==> config.mk <==
export PLATFORM = sky130hd
export DESIGN_NAME = norm_32_seq
export DESIGN_NICKNAME = d
export VERILOG_FILES = /design/src/rtl/norm_32_seq.sv
export SDC_FILE = /design/constraint.sdc
export NUM_CORES = 1
export LEC_CHECK = 0
export CORE_ASPECT_RATIO = 0.7
export CORE_MARGIN = 1.5
export CORE_UTILIZATION = 43
export DETAILED_ROUTE_END_ITERATION = 16
export DONT_BUFFER_PORTS = 1
export GPL_TIMING_DRIVEN = 0
export HOLD_SLACK_MARGIN = 0.08
export PLACE_DENSITY = 0.69
export SYNTH_ARGS = -nofsm -noshare
export SYNTH_HDL_FRONTEND = slang
export SYNTH_SLANG_ARGS = --single-unit
export TNS_END_PERCENT = 20
==> constraint.sdc <==
create_clock -name clk -period 5.2 [get_ports clk]
set_input_delay 1.04 -clock clk [delete_from_list [all_inputs] [get_ports clk]]
set_output_delay 1.04 -clock clk [all_outputs]
set_load 0.1 [all_outputs]
==> src/rtl/norm_32_seq.sv <==
// Iterative CLZ/CLS normalizer: 16/8/4/2/1 stages, 6 cycles accept-to-result (1 on the zero/all-ones fast path).
// Single operand in flight; result holds until out_ready. Optional `abort` input when NORM_ABORT_EN is defined.
module norm_32_seq #(
  parameter bit FAST_PATH = 1'b1
) (
  input  logic        clk,
  input  logic        rst_n,
  input  logic        in_valid,
  output logic        in_ready,
  input  logic [31:0] a,
  input  logic        sgn,
  output logic        out_valid,
  input  logic        out_ready,
  output logic [31:0] q,
  output logic [5:0]  cnt,
  output logic        z
`ifdef NORM_ABORT_EN
  ,
  input  logic        abort
`endif
);

  typedef enum logic [2:0] {IDLE, S16, S8, S4, S2, S1, DONE} state_t;

  state_t      state_q, state_d;
  logic [31:0] work_q, work_d;
  logic [5:0]  cnt_q, cnt_d;
  logic        sgn_q, sgn_d;
  logic        z_q, z_d;

  logic [2:0]  lvl;
  logic [5:0]  w;
  logic [4:0]  sh_u, sh_s;
  logic [31:0] top_u, top_s;
  logic        shift_ok;
  logic        abort_i;

`ifdef NORM_ABORT_EN
  assign abort_i = abort;
`else
  assign abort_i = 1'b0;
`endif

  assign in_ready  = (state_q == IDLE);
  assign out_valid = (state_q == DONE);
  assign q         = work_q;
  assign cnt       = cnt_q;
  assign z         = z_q;

  // Stage width w = 2**lvl; test the top w bits (unsigned) or top w+1 bits (signed).
  always_comb begin
    lvl = 3'd0;
    case (state_q)
      S16:     lvl = 3'd4;
      S8:      lvl = 3'd3;
      S4:      lvl = 3'd2;
      S2:      lvl = 3'd1;
      default: lvl = 3'd0;
    endcase
    w        = 6'd1 << lvl;
    sh_u     = 5'(6'd32 - w);
    sh_s     = 5'(6'd31 - w);
    top_u    = work_q >> sh_u;
    top_s    = $unsigned($signed(work_q) >>> sh_s);
    shift_ok = sgn_q ? ((top_s == '0) || (top_s == '1)) : (top_u == '0);
  end

  always_comb begin
    state_d = state_q;
    work_d  = work_q;
    cnt_d   = cnt_q;
    sgn_d   = sgn_q;
    z_d     = z_q;
    case (state_q)
      IDLE: begin
        if (in_valid) begin
          work_d  = a;
          sgn_d   = sgn;
          cnt_d   = 6'd0;
          z_d     = (a == 32'd0);
          state_d = S16;
          if (FAST_PATH) begin
            if (a == 32'd0) begin
              cnt_d   = sgn ? 6'd31 : 6'd32;
              state_d = DONE;
            end else if (sgn && (a == 32'hFFFF_FFFF)) begin
              work_d  = 32'h8000_0000;
              cnt_d   = 6'd31;
              state_d = DONE;
            end
          end
        end
      end
      S16, S8, S4, S2, S1: begin
        if (shift_ok) begin
          work_d = work_q << w;
          cnt_d  = cnt_q | (6'd1 << lvl);
        end
        case (state_q)
          S16:     state_d = S8;
          S8:      state_d = S4;
          S4:      state_d = S2;
          S2:      state_d = S1;
          default: state_d = DONE;
        endcase
        // A zero operand only reaches 31 through the stages; unsigned CLZ of zero is 32.
        if ((state_q == S1) && z_q && !sgn_q) cnt_d = 6'd32;
      end
      DONE: begin
        if (out_ready) state_d = IDLE;
      end
      default: state_d = IDLE;
    endcase
    if (abort_i && (state_q != IDLE)) begin
      state_d = IDLE;
      work_d  = 32'd0;
      cnt_d   = 6'd0;
      z_d     = 1'b0;
      sgn_d   = 1'b0;
    end
  end

  always_ff @(posedge clk or negedge rst_n) begin
    if (!rst_n) begin
      state_q <= IDLE;
      work_q  <= 32'd0;
      cnt_q   <= 6'd0;
      sgn_q   <= 1'b0;
      z_q     <= 1'b0;
    end else begin
      state_q <= state_d;
      work_q  <= work_d;
      cnt_q   <= cnt_d;
      sgn_q   <= sgn_d;
      z_q     <= z_d;
    end
  end

endmodule

## Word level (Yosys, flattened, before mapping)

Cells that the tools add are included.

- Equal/unequal tests: 12
- Reductions and logical operators: 15
- Bitwise logic cells: 1
- Add/sub/neg operators: 2
- Shift operators: 4
- Multiplexer cells: 20

Operator list:

| kind | count |
|---|---|
| $mux W32 | 4 |
| $logic_not A32 Y1 | 3 |
| $eq A32 B32 Y1 const B | 2 |
| $pmux W32 S2 | 1 |
| $shl A32 B6 Y32 | 1 |
| $shr A32 B5 Y32 | 1 |
| $sshr A32 B5 Y32 | 1 |
| $mux W6 | 5 |
| $pmux W3 S4 | 2 |
| $mux W3 | 4 |
| $pmux W6 S2 | 1 |
| $eq A3 B3 Y1 const B | 3 |
| $pmux W3 S3 | 1 |
| $eq A3 B2 Y1 const B | 2 |
| $or A6 B6 Y6 | 1 |
| $reduce_and A3 Y1 | 2 |
| $shl A1 B3 Y6 const A | 1 |
| $mux W5 | 1 |
| $reduce_or A5 Y1 | 1 |
| $sub A1 B5 Y5 const A | 1 |
| $sub A5 B5 Y5 const A | 1 |
| $ne A2 B2 Y1 const B | 2 |
| $reduce_and A2 Y1 | 2 |
| $eq A3 B1 Y1 const B | 1 |
| 8 further kinds | 10 |

- Flip-flop bits (word level): 43
- Bits of input ports: 37
- Output and inout port bits: 41

## Longest topological paths before layout

- Word-level depth: 11
- Mapped depth: 18
- Gate-level depth less buffers: 12

## Worst setup path before layout

Ideal clock, no wire load.

- Path type: flip-flop to flip-flop
- Start: register state_q[2]
- End: register work_q[14] (netlist: q[14])
- Setup time: 0.127 ns
- Buffers on the path: 8
- Cell stages (with the launch flop): 19
- Path slack: 1.220 ns
- Arrival: 3.853 ns
- Path through: dfrtp_1 -> buf_2 -> buf_2 -> buf_4 -> buf_2 -> buf_1 -> buf_1 -> clkbuf_1 -> nand2_1 -> ha_1 -> o221ai_1 -> a221oi_2 -> o221ai_1 -> o21bai_1 -> nand2b_1 -> a31oi_4 -> nor2_8 -> buf_12 -> mux2_4

- Cells in the longest elaborated chain, start to end: 10
- Elaborated cells between the ends (all ways): 25
- Those cells by class: 2 x add/sub; 8 x eq/ne; 4 x shift; 4 x mux; 7 x reduce/logical

RTL lines:

| what | RTL line | source |
|---|---|---|
| start: declaration | 25 | `state_t state_q, state_d;` |
| start signal: assignment | 131 | `state_q <= state_d;` |
| $eq A3 B3 Y1, or another cell as far along | 53, 74 |  |
| $pmux W3 S4 | 53 | `case (state_q)` |
| $shl A1 B3 Y6 | 60 | `w = 6'd1 << lvl;` |
| $sub A5 B5 Y5 | 62 | `sh_s = 5'(6'd31 - w);` |
| $sshr A32 B5 Y32 | 64 | `top_s = $unsigned($signed(work_q) >>> sh_s);` |
| $eq A32 B32 Y1 or $logic_not A32 Y1 (tied branches) | 65 | `shift_ok = sgn_q ? ((top_s == '0) \|\| (top_s == '1)) : (top_u == '0);` |
| $logic_or A1 B1 Y1 | 65 |  |
| $mux W1 | 65 |  |
| $ne A2 B2 Y1 (no line) | n/a |  |
| $reduce_and A3 Y1 (no line) | n/a |  |
| end signal: assignment | 132 | `work_q <= work_d;` |
| end: declaration | 26 | `logic [31:0] work_q, work_d;` |

Parallel ways exist; a longest one is shown, timed or not. The select of a mux whose other input is x is not followed.
A chain may end at the register's enable or synchronous reset.

## Final worst setup path

- Start: register state_q[2]
- End: register work_q[12] (netlist: q[12])

The elaborated chain is that of the path after synthesis.

==> summary.md <==
| Metric | Value |
|---|---|
| Hold_ws | 0.429 ns |
| Fin crit share | 0.932 |
| Post-DRT Antenna Nets | 0 |
| Core box area | 9720 µm² |
| Critical path buffer and inverter count | 7 |
| Syn_area_per_cell | 8.29 µm² |
| R2R setup slack | 0.35 ns |
| CTS tree | done |
| Most used cell, CP | buf_2 |
| GRT Util Overall | 0.357 |
| Fin crit period | 4.85 ns |
| Routability cong. | just under 1 |
| Worst skew pair latency | 0.30 ns |
| Ys flop type | dfrtp_1 |
| Seq/Total Area, Yosys | 0.250 |
| CP peak stage delay | 0.45 ns |
| Ys async rst share | 1.00 |
| Initial drt markers | roughly 660 |
| Vias in the first global route | approximately 4400 |
| Number of buffers on the longest clock path | 2 |
| Post-Syn Instances | roughly 520 |
| Crit path max fanout | 19 |
| Sink Count | 43 |
| Post-cts gate resize count | 0 |
| CTS Hold Bufs | 0 |
| FF+latch count, synth | 43 |
| N_diodes | 0 |
| Reg clk slew, reported paths | 0.07 ns |
| Die width | roughly 120 µm |
| Critical-path top delay cell | buf_1 |
| Post-Syn Nets | 557 |
| Mapped Area | 4300 µm² |
| Fillers | 963 |
| Setup violators final | 0 |
| Fmax | 206 MHz |
| CP top delay family | buffers and inverters |
| RSZ-0062 raised after global routing | no |
| Count of different cell masters after synthesis | 79 |
| Die Y | 86.7 µm |
| CP Cell Sequence | buf_2, buf_2, buf_4, buf_2, buf_1, clkbuf_2, nand2_1, ha_1, o221ai_1, a221oi_2, o221ai_1, o21bai_1, nand2b_1, a31oi_4, nor2_8, buf_12, mux2_4 |
| Yosys warns | 0 |
| R2R Path Start | state_q[2] |
| Cell Rows | 30 |
| Final hold vios | 0 |
| # port buffers | 0 |
| First-pass GRT wire length | approximately 28000 µm |
| CP Data Arrival Time | 5.03 ns |
| Layout cells sized above 1 | 0.141 |
| Clock Skew | just over 0.007 ns |
| H-tree depth | 2 |
| WP data required | 5.38 ns |
| # DRC | 0 |
| R2R depth | 17 |
| Status | finished clean |
| DR WL/cell | around 28 µm |
| CTS buffer count | 5 |
| Layout Area Growth over Synthesis | 8.28% |
| Global route overflow | 0 |
| Largest net degree at the start of global routing | 44 |
| Root Buffer | clkbuf_16 |
| WS Path Type | flop to flop |
| EDFF count, synth | 0 |
| DRT Wirelength | roughly 18000 µm |
| Final Slew Violations | 0 |
| Post-CTS Setup Inserts | 0 |
| Antenna violations before repair | 0 |
| Tightest Pin Transition | around 1.4 ns |
| Nets | 563 |
| Die footprint | 10600 µm² |
| Slew margin rel. | 0.0934 |
| Via count | 4738 |
| Post-DR vias/cell | 7.24 |
| Startpoint types | flop |
| I/O Pins | approximately 80 |
| Starting Density | 0.443 |
| DR pass1 iterations | 6 |
| MaxCap Viol Count | 0 |
| Post-DP HPWL | 13600 µm |
| Worst reg2reg path endpoint | q[12] |
| HP Class | input pin to asynchronous set/reset pin |
| CP Capture Type | flop |
==> routing by layer <==
metal	vias up	share of wire	GRT usage	wire, µm
met2	392	0.38	0.461	6950
li1	1996	-	-	-
met5	-	0	0	0
met3	42	0.17	0.155	3060
met4	0	0.025	0.105	452
met1	2308	0.43	0.524	7920
==> flip-flops by register name, summed over array words and instances (netlist names) <==
register and cells:
z 1, cnt 6, q 32, state_q 3
sgn_q 1
==> Yosys cell counts, types with 3 or more instances <==
master    instances  area share
nand2_1          55       0.048
or3_1             3      0.0044
a31oi_1           4      0.0058
inv_1             7      0.0061
buf_2             8      0.0093
a221o_1           8       0.019
nand3b_1          6       0.010
a21boi_0          6       0.010
clkbuf_1         24       0.021
dfrtp_1          43        0.25
nor2b_1           7       0.010
buf_1             7      0.0061
a211oi_1          4      0.0070
o31ai_1           6       0.010
mux2i_1          32       0.074
buf_6             4       0.010
and2_1            4      0.0058
o21ai_0          33       0.038
o21a_1            4      0.0070
a21oi_1          49       0.057
buf_4             5      0.0087
nand2b_1          6      0.0087
mux2_2           13       0.034
nand4_1           8       0.012
nor4_1           13       0.019
a222oi_1          3      0.0070
a22oi_1           5      0.0087
nor2_1           35       0.031
nand3_1           7      0.0081
mux2_4           18       0.063
nor3_1            7      0.0081
o22ai_1           6      0.0087
o221ai_1         14       0.028
a22o_1            5       0.010
o211ai_1          5      0.0087
==> layout by cell type (no fill, tap or decap), drive strengths merged, types with 7 or more instances in the layout <==
cell type / instances
a21oi: 49
a221o: 8
buf: 25
clkbuf: 29
dfrtp: 43
inv: 8
mux2: 31
mux2i: 32
nand2: 55
nand3: 8
nand4: 8
nor2: 38
nor2b: 7
nor3: 8
nor4: 13
o21ai: 33
o221ai: 14
==> logic make-up (layout without fill, tap and decap cells) <==
family | Yosys count | count (layout) | share of synthesized area
compound gates | 181 | 181 | 0.293
simple gates | 170 | 170 | 0.206
mux | 63 | 63 | 0.171
buf+inv | 59 | 66 | 0.0727
flops | 43 | 43 | 0.250
fa+ha+maj | 2 | 2 | 0.00552
xor+xnor | 1 | 1 | 0.00204
==> how the worst max path moves through the flow <==
stage                from     to  slack (ns)  cells past startpoint
6_report       state_q[2]  q[12]        0.35                     17
5_1_grt        state_q[2]  q[16]        0.17                     17
4_1_cts        state_q[2]  q[16]        0.33                     17
3_5_place_dp   state_q[2]  q[16]       0.004                     18
3_3_place_gp   state_q[2]  q[21]       -0.05                     18
2_1_floorplan  state_q[2]  q[14]        1.22                     18
==> layout make-up <==
class | count | area, µm² | area share
Buffer | 49 | 277 | 0.0593
Clock inverter | 3 | 71.3 | 0.0153
Sequential cell | 43 | 1080 | 0.231
Tap cell | 128 | 160 | 0.0344
Multi-Input combinational cell | 417 | 2920 | 0.626
Inverter | 9 | 33.8 | 0.00725
Clock buffer | 5 | 125 | 0.0268
==> through the flow <==
step | utilization | setup WS (ns) | setup TNS [ns] | instances | area, µm²
5_1_grt | 0.479 | 0.166 | 0 | 654 | 4660
4_1_cts | 0.479 | 0.331 | 0 | 654 | 4660
3_5_place_dp | 0.459 | 0.00370 | 0 | 647 | 4470
3_3_place_gp | 0.459 | -0.0521 | -0.870 | 647 | 4460
2_1_floorplan | - | 1.22 | 0 | 519 | 4300
6_report | 0.479 | 0.352 | 0 | 654 | 4660
Power is left out: the tool's default activity adds up to more than one toggle a clock period on the data nets, which glitch-free logic cannot reach.
